### src/rtl/wave_dac_serializer_if.sv
// Three-wire serial DAC link. The serializer drives it (master); the DAC receives it (slave).
interface wave_dac_serializer_if;
  logic dac_cs_n;
  logic dac_sclk;
  logic dac_mosi;

  modport master (output dac_cs_n, dac_sclk, dac_mosi);
  modport slave  (input  dac_cs_n, dac_sclk, dac_mosi);
endinterface

### src/rtl/wave_dac_serializer.sv
// Captures an 8-bit sample every SAMPLE_DIV cycles and shifts it MSB-first to a serial DAC in 17*CLK_DIV cycles.
// There is no backpressure: a tick that arrives while a frame is still in progress is dropped and sets sticky overrun.
module wave_dac_serializer #(
  parameter int CLK_DIV    = 2,
  parameter int SAMPLE_DIV = 64
) (
  input  logic                         clk,
  input  logic                         reset,
  input  logic                         enable,
  input  logic [7:0]                   sample_in,
  wave_dac_serializer_if.master        dac,
  output logic                         busy,
  output logic                         frame_done,
  output logic                         overrun
);

  localparam int CNT_W = $clog2(SAMPLE_DIV);
  localparam int HC_W  = (CLK_DIV > 1) ? $clog2(CLK_DIV) : 1;
  localparam logic [CNT_W-1:0] CNT_LAST = CNT_W'(SAMPLE_DIV - 1);
  localparam logic [HC_W-1:0]  HC_LAST  = HC_W'(CLK_DIV - 1);

  typedef enum logic [1:0] {
    IDLE,
    SETUP,
    SHIFT,
    HOLD
  } state_t;

  state_t           state;
  logic [CNT_W-1:0] cnt;
  logic [HC_W-1:0]  hc;
  logic [2:0]       bit_idx;
  // Only bits 6..0 are kept; bit 7 goes straight to dac_mosi at capture.
  logic [6:0]       shift_reg;
  logic             tick;
  logic             phase_end;

  assign tick      = enable && (cnt == CNT_LAST);
  assign phase_end = (hc == HC_LAST);

  always_ff @(posedge clk or negedge reset) begin
    if (!reset) begin
      cnt <= '0;
    end else if (!enable || (cnt == CNT_LAST)) begin
      cnt <= '0;
    end else begin
      cnt <= cnt + CNT_W'(1);
    end
  end

  always_ff @(posedge clk or negedge reset) begin
    if (!reset) begin
      state        <= IDLE;
      hc           <= '0;
      bit_idx      <= '0;
      shift_reg    <= '0;
      dac.dac_cs_n <= 1'b1;
      dac.dac_sclk <= 1'b0;
      dac.dac_mosi <= 1'b0;
      busy         <= 1'b0;
      frame_done   <= 1'b0;
      overrun      <= 1'b0;
    end else begin
      frame_done <= 1'b0;

      if (tick && (state != IDLE)) begin
        overrun <= 1'b1;
      end

      case (state)
        IDLE: begin
          if (tick) begin
            shift_reg    <= sample_in[6:0];
            dac.dac_mosi <= sample_in[7];
            dac.dac_cs_n <= 1'b0;
            busy         <= 1'b1;
            hc           <= '0;
            bit_idx      <= '0;
            state        <= SETUP;
          end
        end

        SETUP: begin
          if (phase_end) begin
            hc           <= '0;
            dac.dac_sclk <= 1'b1;
            state        <= SHIFT;
          end else begin
            hc <= hc + HC_W'(1);
          end
        end

        SHIFT: begin
          if (phase_end) begin
            hc           <= '0;
            dac.dac_sclk <= ~dac.dac_sclk;
            // Data moves only on the falling edge so it is settled a full half-period before the DAC samples it.
            if (dac.dac_sclk) begin
              if (bit_idx != 3'd7) begin
                dac.dac_mosi <= shift_reg[6];
                shift_reg    <= {shift_reg[5:0], 1'b0};
                bit_idx      <= bit_idx + 3'd1;
              end else begin
                state <= HOLD;
              end
            end
          end else begin
            hc <= hc + HC_W'(1);
          end
        end

        HOLD: begin
          if (phase_end) begin
            hc           <= '0;
            dac.dac_cs_n <= 1'b1;
            dac.dac_mosi <= 1'b0;
            busy         <= 1'b0;
            frame_done   <= 1'b1;
            state        <= IDLE;
          end else begin
            hc <= hc + HC_W'(1);
          end
        end

        default: begin
          state <= IDLE;
        end
      endcase
    end
  end

endmodule

### src/flat_wrapper.sv
// flat-port wrapper written by rule: the top's interface ports become plain ports
module wave_dac_serializer_flat 
#(
  parameter int CLK_DIV    = 2,
  parameter int SAMPLE_DIV = 64
)
  (clk, reset, enable, sample_in, busy, frame_done, overrun, dac_dac_cs_n, dac_dac_sclk, dac_dac_mosi);
  wave_dac_serializer_if dac_i ();
  input  logic clk;
  input  logic reset;
  input  logic enable;
  input  logic [7:0] sample_in;
  output logic busy;
  output logic frame_done;
  output logic overrun;
  output wire logic [$bits(dac_i.dac_cs_n)-1:0] dac_dac_cs_n;
  output wire logic [$bits(dac_i.dac_sclk)-1:0] dac_dac_sclk;
  output wire logic [$bits(dac_i.dac_mosi)-1:0] dac_dac_mosi;
  assign dac_dac_cs_n = dac_i.dac_cs_n;
  assign dac_dac_sclk = dac_i.dac_sclk;
  assign dac_dac_mosi = dac_i.dac_mosi;
  wave_dac_serializer #(.CLK_DIV(CLK_DIV), .SAMPLE_DIV(SAMPLE_DIV)) u_core (.clk(clk), .reset(reset), .enable(enable), .sample_in(sample_in), .dac(dac_i), .busy(busy), .frame_done(frame_done), .overrun(overrun));
endmodule
### config.mk
export PLATFORM = sky130hd
export DESIGN_NAME = wave_dac_serializer_flat
export DESIGN_NICKNAME = d
export VERILOG_FILES = /design/src/rtl/wave_dac_serializer_if.sv /design/src/rtl/wave_dac_serializer.sv /design/src/flat_wrapper.sv
export SDC_FILE = /design/constraint.sdc
export NUM_CORES = 1
export LEC_CHECK = 0
export CAP_MARGIN = 20
export CORE_ASPECT_RATIO = 0.8
export CORE_UTILIZATION = 40
export CTS_CLUSTER_SIZE = 8
export DETAILED_ROUTE_END_ITERATION = 10
export DONT_BUFFER_PORTS = 1
export GPL_ROUTABILITY_DRIVEN = 1
export PLACE_DENSITY = 0.52
export SLEW_MARGIN = 20
export SYNTH_ARGS = -nofsm -noshare
export SYNTH_HDL_FRONTEND = slang
export SYNTH_SLANG_ARGS = --single-unit
### constraint.sdc
create_clock -name clk -period 4.6 [get_ports clk]
set_clock_uncertainty 0.2 [all_clocks]
set_input_delay 0.92 -clock clk [delete_from_list [all_inputs] [get_ports clk]]
set_output_delay 0.92 -clock clk [all_outputs]
set_load 0.01 [all_outputs]
==> impl_metrics.tcl <==
set metrics [dict create \
    ys_seq_elements 25 \
    synth_nets 143 \
    drc_errors 0 \
    synth_cells 123 \
    crit_top_cell "ha_1" \
    setup_tns_ns 0 \
    yosysWarnings 0 \
    antenna_found_initial 0 \
    tightest_slew_ns 0.695 \
    vias_per_cell 5.25 \
    row_count 18 \
    grt_pass1_wl_mm 4.18 \
    end_kind "register" \
    relSlewSlack_pct 53.7 \
    numCtsBuffers 3 \
    drive_gt1_share_pct 19.5 \
    fmax_ghz 0.448 \
    timing.hold.ws_ns 0.136 \
    cp.required_ns 4.55 \
    num_antenna_cells 0 \
    cts_hold_buf 0 \
    syn_area_um2 1360 \
    most-common-layout-cells "dfrtp_1 (24), nor2_1 (16), mux2_2 (12), inv_1 (9), ha_1 (9)" \
    dp_hpwl_mm 1.82 \
    cts.sinks 25 \
    drt-initial-drc-count 41 \
    post-route-period-util_pct 48.6 \
    grt.met2_usage_pct 24.0 \
    post-cts-setup-buffers 0 \
    p_leak_nw 0.634 \
    cts_root_buffer "clkbuf_8" \
    status "complete, no violations" \
    dieArea_um2 3640 \
    path_max_fanout 7 \
    grtUsageTotal_pct 16.2 \
    multi_input_area_um2 673 \
    htreeDepth 1 \
    initial_core_util_pct 43.1 \
    fp.coreArea_um2 3150 \
    overflow 0 \
    routed_wl_mm 2.45 \
    io_pins 17 \
    grt_pass1_vias 863 \
    largest_reg_flops 7 \
    hold_path.class "in2async" \
    dr.pass1.iters 4 \
    yosysSeqAreaShare_pct 46.1 \
    slew_violations 0 \
    clk_pin_slew_ns 0.08 \
    layout.nets 144 \
    setup.worst_path.class "reg2reg" \
    ys_types 35 \
    cts_buffer_depth 2 \
    crit_path_top_delay_cell "dfrtp_1" \
    crit_chain "ha_1 -> ha_1 -> and3b_1 -> mux2i_4 -> nor2_4 -> mux2_2" \
    finalSetupViolations 0 \
    via_count 856 \
    layout_commonest_cell "dfrtp_1" \
    grt-busiest-layer "met2" \
    nFillCells 319 \
    cp-start-kind "register" \
    grt_use_met1_pct 22.6 \
    ant_nets 0 \
    regArea_um2 627 \
    cts_resized 0 \
    wl_per_cell_um 15.0 \
    clock_latency_ns 0.27 \
    syn_area_per_cell_um2 11.1 \
    hold_violations 0 \
    area_growth_pct 5.06 \
    vdd_ir_drop_max_mv 0.135 \
    slowest_delay_ns 0.42 \
    gp_congestion 0.758 \
    power_density_nw_per_um2 251 \
    rsz0062_at_grt "false" \
    die_w_um 67.2 \
    cp_top_family "simple AND/OR/NAND/NOR gates" \
    crit_buf_inv 0 \
    crit_arrival_ns 2.19 \
    die_h_um 54.2 \
    io_buffers 0 \
    min_period_ns 2.23 \
    maxCapViolations 0 \
    grt_max_degree 26 \
    cts_tree "yes" \
    met3_usage_pct 5.30 \
]
## per-layer routing
layer  routed length, µm  vias to the layer above  part of all wire [%]
li1                    -                      424                     -
met1                1240                      416                    51
met2                1090                       14                    44
met3                 103                        2                   4.2
met4                  18                        0                  0.73
met5                   0                        -                     0
## cell type report
| class | count | share of cell area (%) |
|---|---|---|
| flip-flops and latches | 25 | 43.9 |
| clock buffers | 4 | 3.15 |
| well taps | 40 | 3.50 |
| multi-input cells | 85 | 47.1 |
| inverters | 9 | 2.36 |
## stage by stage
| stage | cells | total power (W) | worst slack (ns) | area, µm² | util (%) |
|---|---|---|---|---|---|
| global route | 163 | 0.000375 | 2.20 | 1430 | 45.3 |
| CTS | 163 | 0.000364 | 2.35 | 1430 | 45.3 |
| finish | 163 | 0.000358 | 2.37 | 1430 | 45.3 |
| global placement | 159 | 0.000236 | 2.42 | 1380 | 43.9 |
| floorplan | 123 | 0.000234 | 2.52 | 1360 | - |
| detailed placement | 159 | 0.000236 | 2.36 | 1380 | 43.9 |
## worst reg2reg max path, delay by kind of cell, from the launching register on
kind / cells / cell delay, ns
fa+ha+maj: 2 / 0.43
flops: 1 / 0.42
mux: 2 / 0.48
simple gates: 2 / 0.59
## logic make-up after synthesis
logic type / synth area share [%]
compound gates: 12.7
xor+xnor: 2.58
fa+ha+maj: 8.28
buf+inv: 4.42
flops: 46.1
mux: 13.4
simple gates: 12.5
## synth_stat cells
master,n,area (µm²)
dfrtp_1,24,601
nor2_1,16,60.1
mux2_2,12,135
ha_1,9,113
inv_1,9,33.8
a31oi_1,7,43.8
a21oi_1,5,25.0
nand2_1,4,15.0
o21ai_0,4,20.0
buf_2,3,15.0
and2_1,2,12.5
nand3_1,2,10.0
o22ai_1,2,12.5
xnor2_1,2,17.5
xor2_1,2,17.5
a21bo_2,1,10.0
a41oi_1,1,8.76
and3_1,1,6.26
and3b_1,1,8.76
buf_6,1,11.3
dfstp_2,1,26.3
mux2_4,1,15.0
mux2i_1,1,10.0
mux2i_4,1,22.5
nand2b_1,1,6.26
nand3_2,1,10.0
nand3_4,1,17.5
nor2_4,1,11.3
nor2b_1,1,6.26
o211ai_2,1,12.5
o21a_1,1,7.51
o21ai_4,1,16.3
o2bb2ai_1,1,8.76
o31ai_1,1,7.51
or3_1,1,6.26
## where the power goes
part           switching (W)  internal, W
combinational     0.00000330   0.00000438
sequential        0.00000186     0.000222
clock              0.0000652    0.0000619
total              0.0000704     0.000288
## worst paths after layout
check	start	to	slack, ns	cells after the start
worst max-delay path	u_core.bit_idx[0]	u_core.shift_reg[3]	2.37	6
worst min register to register	u_core.cnt[0]	u_core.cnt[0]	0.26	1
worst min-delay path	reset	u_core.overrun	0.14	0
min in group clk	u_core.cnt[0]	u_core.cnt[0]	0.26	1
worst max register to register	u_core.bit_idx[0]	u_core.shift_reg[3]	2.37	6
max in group asynchronous	reset	u_core.dac.dac_cs_n	3.90	0
Note: power is estimated with default switching activity, not from simulation.
